**config.mk**
```make
export PLATFORM = sky130hd
export DESIGN_NAME = serial_subtractor
export DESIGN_NICKNAME = d
export VERILOG_FILES = /design/src/rtl/sub_pkg.sv /design/src/rtl/full_subtractor.sv /design/src/rtl/serial_subtractor.sv
export SDC_FILE = /design/constraint.sdc
export NUM_CORES = 1
export LEC_CHECK = 0
export BUFFER_PORTS_ARGS = -buffer_cell sky130_fd_sc_hd__buf_2
export CORE_MARGIN = 8
export CORE_UTILIZATION = 45
export CTS_CLUSTER_SIZE = 20
export DETAILED_ROUTE_END_ITERATION = 8
export GPL_TIMING_DRIVEN = 0
export PLACE_DENSITY = 0.65
export SYNTH_ARGS = -nofsm -noshare
export SYNTH_HDL_FRONTEND = slang
export SYNTH_SLANG_ARGS = --single-unit
```
**constraint.sdc**
```tcl
create_clock -name clk -period 2.6 [get_ports clk]
set_clock_uncertainty 0.1 [all_clocks]
set_input_delay 0.26 -clock clk [delete_from_list [all_inputs] [get_ports clk]]
set_output_delay 0.26 -clock clk [all_outputs]
set_load 0.005 [all_outputs]
```
**src/rtl/sub_pkg.sv**
```systemverilog
// ---------------------------------------------------------------------------
// sub_pkg
// Shared definitions for the bit-serial subtractor slice.
//   state_t       : controller states (IDLE, RUN, DONE)
//   SUB_WIDTH_DEF : default operand width used when no WIDTH is given
// ---------------------------------------------------------------------------
package sub_pkg;

    // Encodings are fixed so that older code decoding the raw 2-bit state
    // still agrees with this package.
    typedef enum logic [1:0] {
        IDLE = 2'b00,
        RUN  = 2'b01,
        DONE = 2'b10
    } state_t;

    localparam int SUB_WIDTH_DEF = 4;

endpackage

```
**src/rtl/full_subtractor.sv**
```systemverilog
// ---------------------------------------------------------------------------
// full_subtractor
// One-bit full subtractor cell built from gate primitives, the arithmetic
// twin of the full_adder cell.
//   a    : minuend bit
//   b    : subtrahend bit
//   bin  : borrow in
//   diff : a ^ b ^ bin
//   bout : borrow out, (~a & b) | (~a & bin) | (b & bin)
// ---------------------------------------------------------------------------
module full_subtractor (
    input  logic a,
    input  logic b,
    input  logic bin,
    output logic diff,
    output logic bout
);

    logic aXorB;
    logic aNot;
    logic borrowAB;
    logic borrowAIn;
    logic borrowBIn;

    // Difference bit is the three-way parity of the inputs.
    xor gDiff0 (aXorB, a, b);
    xor gDiff1 (diff, aXorB, bin);

    // A borrow is needed whenever the subtracted amount (b + bin) exceeds a.
    not gNotA  (aNot, a);
    and gBor0  (borrowAB, aNot, b);
    and gBor1  (borrowAIn, aNot, bin);
    and gBor2  (borrowBIn, b, bin);
    or  gBorOr (bout, borrowAB, borrowAIn, borrowBIn);

endmodule

```
**src/rtl/serial_subtractor.sv**
```systemverilog
// ---------------------------------------------------------------------------
// serial_subtractor
// Bit-serial ripple-borrow subtractor: computes A - B - Bin, LSB first, one
// bit per clock using a single full_subtractor cell and a registered borrow.
//   clk   : clock, rising edge
//   rst   : asynchronous active-high reset
//   start : request a subtraction (only looked at in IDLE)
//   A, B  : operands, captured on the accepted start edge
//   Bin   : borrow in, captured on the accepted start edge
//   busy  : high in RUN and DONE
//   done  : one-cycle pulse when Diff/Bout carry a fresh result
//   Diff  : (A - B - Bin) mod 2^WIDTH
//   Bout  : 1 when A < B + Bin (unsigned)
// ---------------------------------------------------------------------------
module serial_subtractor
    import sub_pkg::*;
#(
    parameter int WIDTH = SUB_WIDTH_DEF
) (
    input  logic             clk,
    input  logic             rst,
    input  logic             start,
    input  logic [WIDTH-1:0] A,
    input  logic [WIDTH-1:0] B,
    input  logic             Bin,
    output logic             busy,
    output logic             done,
    output logic [WIDTH-1:0] Diff,
    output logic             Bout
);

    localparam int             CW   = $clog2(WIDTH);
    localparam logic [CW-1:0]  LAST = CW'(WIDTH - 1);

    state_t           state_q,  state_d;
    logic [WIDTH-1:0] aShift_q, aShift_d;
    logic [WIDTH-1:0] bShift_q, bShift_d;
    logic [WIDTH-1:0] result_q, result_d;
    logic             borrow_q, borrow_d;
    logic [CW-1:0]    count_q,  count_d;
    logic [WIDTH-1:0] diff_q,   diff_d;
    logic             bout_q,   bout_d;

    logic             cellDiff;
    logic             cellBout;

    // The single arithmetic cell always works on the operand LSBs and the
    // borrow carried over from the previous bit.
    full_subtractor uCell (
        .a    (aShift_q[0]),
        .b    (bShift_q[0]),
        .bin  (borrow_q),
        .diff (cellDiff),
        .bout (cellBout)
    );

    // Next-state logic. In IDLE an accepted start loads the operands and the
    // incoming borrow. In RUN each cycle consumes one bit: the new difference
    // bit enters the result at the MSB so that after WIDTH shifts bit 0 sits
    // at the LSB. The visible Diff/Bout are only written on the last bit, so
    // partial results never appear on the outputs.
    always_comb begin
        state_d  = state_q;
        aShift_d = aShift_q;
        bShift_d = bShift_q;
        result_d = result_q;
        borrow_d = borrow_q;
        count_d  = count_q;
        diff_d   = diff_q;
        bout_d   = bout_q;

        case (state_q)
            IDLE: begin
                if (start) begin
                    aShift_d = A;
                    bShift_d = B;
                    borrow_d = Bin;
                    count_d  = '0;
                    state_d  = RUN;
                end
            end
            RUN: begin
                result_d = {cellDiff, result_q[WIDTH-1:1]};
                aShift_d = aShift_q >> 1;
                bShift_d = bShift_q >> 1;
                borrow_d = cellBout;
                count_d  = count_q + CW'(1);
                if (count_q == LAST) begin
                    diff_d  = {cellDiff, result_q[WIDTH-1:1]};
                    bout_d  = cellBout;
                    state_d = DONE;
                end
            end
            DONE: begin
                state_d = IDLE;
            end
            default: begin
                state_d = IDLE;
            end
        endcase
    end

    // State and datapath registers; reset abandons any operation in flight
    // and clears the visible result as well.
    always_ff @(posedge clk or posedge rst) begin
        if (rst) begin
            state_q  <= IDLE;
            aShift_q <= '0;
            bShift_q <= '0;
            result_q <= '0;
            borrow_q <= 1'b0;
            count_q  <= '0;
            diff_q   <= '0;
            bout_q   <= 1'b0;
        end else begin
            state_q  <= state_d;
            aShift_q <= aShift_d;
            bShift_q <= bShift_d;
            result_q <= result_d;
            borrow_q <= borrow_d;
            count_q  <= count_d;
            diff_q   <= diff_d;
            bout_q   <= bout_d;
        end
    end

    // Handshake outputs are pure decodes of the state register, so nothing
    // on the input side reaches them combinationally.
    assign busy = (state_q != IDLE);
    assign done = (state_q == DONE);
    assign Diff = diff_q;
    assign Bout = bout_q;

endmodule

```
==> qor.json <==
{
  "run_status": "finished with violations",
  "violated_checks": "negative hold slack",
  "place.detailed.hpwl_um": 1253,
  "grt_antenna_before_repair": 0,
  "cts.reportedPaths.clkPinSlew_ns": 0.11,
  "worst_setup_path_start_kind": "flip-flop",
  "power_density_mw_per_mm2": 1187,
  "cts_tree": "built",
  "area_share_of_the_largest_cell_type_after_synthesis": 0.5519,
  "synth_cell_type_count": 23,
  "setup_repair_after_global_routing_missed_its_margin": "no",
  "drt_wl_total_um": 1682,
  "share_seq_of_total_power": 0.433,
  "power_leakage_nw": 0.5433,
  "postSynthCellCount": 77,
  "max_slew_margin": 0.4919,
  "clock_tree.root_cell": "sky130_fd_sc_hd__clkbuf_4",
  "finalNetCount": 114,
  "ranking_of_synthesized_cells_by_area": "sky130_fd_sc_hd__dfrtp_1 55%, sky130_fd_sc_hd__mux2_2 7.1%, sky130_fd_sc_hd__inv_1 4.3%",
  "floorplan.core_area_mm2": 0.001982,
  "route.antenna.remaining_nets": 0,
  "flow.area_growth_from_synthesis_pct": 15.77,
  "chipWidth_um": 62,
  "port-buffer-count": 18,
  "fin_worst_hold_slack_ns": -0.02981,
  "hold_path.class": "input pin to asynchronous set/reset pin",
  "synth.largest_area_cell": "sky130_fd_sc_hd__dfrtp_1",
  "power_switching_w": 0.0004503,
  "clk_path_buf_depth": 2,
  "dr.first_iter.drc_count": 11,
  "drt_drc_violations_left": 0,
  "final_min_period_over_clock_period": 0.7028,
  "critPathKind": "flip-flop to output port",
  "layout-drive-gt1-share": 0.3535,
  "max_cap_violations": 0,
  "worst_ep_required_time_ns": 2.24,
  "cts-buffers-inserted": 3,
  "first_pass_iters": 4,
  "first_global_vias": 652,
  "wl_per_cell_um": 13.35,
  "power.switching_fraction": 0.3443,
  "combPwrFrac": 0.447,
  "global_route_wire_length_before_repair_um": 2718,
  "timing.final.crit_period_ns": 1.827,
  "floorplan.initialDensity": 0.4804,
  "post_cts_setup_buffer_count": 0,
  "timing.final.setup_violations": 0,
  "fp-row-count": 16,
  "worstPathArrival_ns": 1.47,
  "skew_pair_late_insertion_delay_ns": 0.30,
  "synthesis.area_um2": 952.2,
  "path_max_fanout": 10,
  "track_usage": 0.09643,
  "route.vias.total": 642,
  "cts-hold-fix-buffers": 0,
  "clock_power_share": 0.120,
  "globalRouteOverflowTotal": 0,
  "post_cts_resize_count": 0,
  "floorplan.die_area_mm2": 0.003844,
  "internal-power_w": 0.0008576,
  "boundaryPins": 19,
  "maximum_number_of_pins_on_one_net_before_global_route_repair": 22,
  "ys_ff_latch": 21,
  "clock_tree.htree_level_count": 1,
  "report.final.slew_viol_count": 0,
  "synth_area_per_cell_um2": 12.37,
  "final-hold-violation-count": 21,
  "totalNegativeSetupSlack_ns": 0,
  "antenna-diode-count": 0,
  "detail_route.vias_per_cell": 5.095,
  "least_margin_pin_slew_ns": 0.7613,
  "max_clock_freq_mhz": 547.3,
  "cp_capture_type": "output port",
  "r2r.worst_path.cells": 3,
  "globalplace.congestion": 0.7087,
  "fp.dieH_um": 62,
  "report.power.total_w": 0.001308,
  "worst_ir_drop_vdd_v": 0.0006112,
  "ys.warnings.count": 0,
  "synth.yosys.seq_area_share": 0.5519,
  "syn_nets": 91,
  "cts.sinks": 21
}
power groups by stage:
stage / Clock (W) / Sequential, W / Combinational [W]
after floorplan: 0 / 0.000566 / 0.000448
after global placement: 0 / 0.000575 / 0.000585
after detailed placement: 0 / 0.000579 / 0.000598
after CTS: 0.000162 / 0.000571 / 0.000602
after global routing: 0.000171 / 0.000585 / 0.000670
final: 0.000156 / 0.000567 / 0.000585
cells by family after synthesis:
| family | after synthesis | synth area share |
|---|---|---|
| buffers and inverters | 16 | 0.07621 |
| AND/OR/NAND/NOR | 16 | 0.1078 |
| flip-flops | 21 | 0.5519 |
| AO/OA/AOI/OAI | 13 | 0.1275 |
| multiplexers | 9 | 0.1025 |
| adder cells (fa/ha/maj) | 2 | 0.03416 |
registers in the layout (all words and copies together) (netlist names):
signal,flops
aShift_q,4
state_q,2
count_q,2
Diff,4
Bout,1
bShift_q,4
borrow_q,1
result_q,3
cell usage in the layout (no fill, tap or decap), types with 2 or more instances in the layout:
cell type	Yosys	routed
sky130_fd_sc_hd__buf_2	3	21
sky130_fd_sc_hd__nor4b_1	4	4
sky130_fd_sc_hd__a32o_1	2	2
sky130_fd_sc_hd__a222oi_1	2	2
sky130_fd_sc_hd__nor2b_1	4	4
sky130_fd_sc_hd__mux2_2	6	6
sky130_fd_sc_hd__dfrtp_1	21	21
sky130_fd_sc_hd__inv_1	11	11
sky130_fd_sc_hd__clkbuf_4	0	3
sky130_fd_sc_hd__nor2_1	5	5
sky130_fd_sc_hd__mux2i_1	3	3
sky130_fd_sc_hd__a221oi_1	4	4
cell type report:
| class | count | area, um^2 |
|---|---|---|
| Clock buffer | 4 | 26.28 |
| Buffer | 5 | 31.28 |
| Timing Repair Buffer | 18 | 90.09 |
| Tap cell | 27 | 33.78 |
| Fill cell | 178 | 879.6 |
| Inverter | 11 | 41.29 |
| Multi-Input combinational cell | 40 | 354.1 |
| Sequential cell | 21 | 525.5 |
through the flow:
step | utilization | std cells | worst slack [ns] | area (um^2)
floorplan | - | 77 | 1.250 | 952.2
CTS | 0.5562 | 126 | 0.7355 | 1102
global placement | 0.5429 | 122 | 1.116 | 1076
detailed placement | 0.5429 | 122 | 1.090 | 1076
finish | 0.5562 | 126 | 0.7727 | 1102
global route | 0.5562 | 126 | 0.6708 | 1102
cell usage after synthesis (all sizes together):
cell type,n
nand2b,1
o21ba,1
fa,1
mux2i,3
a222oi,2
buf,4
o221a,1
dfrtp,21
mux2,6
a21oi,1
inv,11
nor2b,4
or4b,1
nand3b,1
clkbuf,1
ha,1
o21bai,1
nor2,5
a32o,2
nor4b,4
a221oi,4
a22o,1
layer usage:
metal	wire length (um)	global-route usage	vias up	share of wire
li1	-	-	317	-
met1	780	0.1174	303	0.46
met2	790	0.1534	17	0.47
met3	75	0.01852	5	0.045
met4	34	0.05844	0	0.020
met5	0	0	-	0
worst paths after layout:
check                      slack, ns       start           to
setup / recovery                0.77  state_q[1]         busy
hold / removal                 -0.03         rst   count_q[1]
setup reg to reg                1.11  count_q[0]      Diff[0]
hold reg to reg                 0.40  count_q[0]   count_q[0]
max in group asynchronous       1.96         rst      Diff[1]
min in group clk                0.10        B[3]  bShift_q[3]
worst max-delay path, cell delays in order, from the launching register on:
cell,delay (ns)
sky130_fd_sc_hd__dfrtp_1,0.44
sky130_fd_sc_hd__buf_2,0.20
sky130_fd_sc_hd__nor2_1,0.32
sky130_fd_sc_hd__inv_1,0.07
sky130_fd_sc_hd__buf_2,0.13
Note: power is estimated with default switching activity, not from simulation.
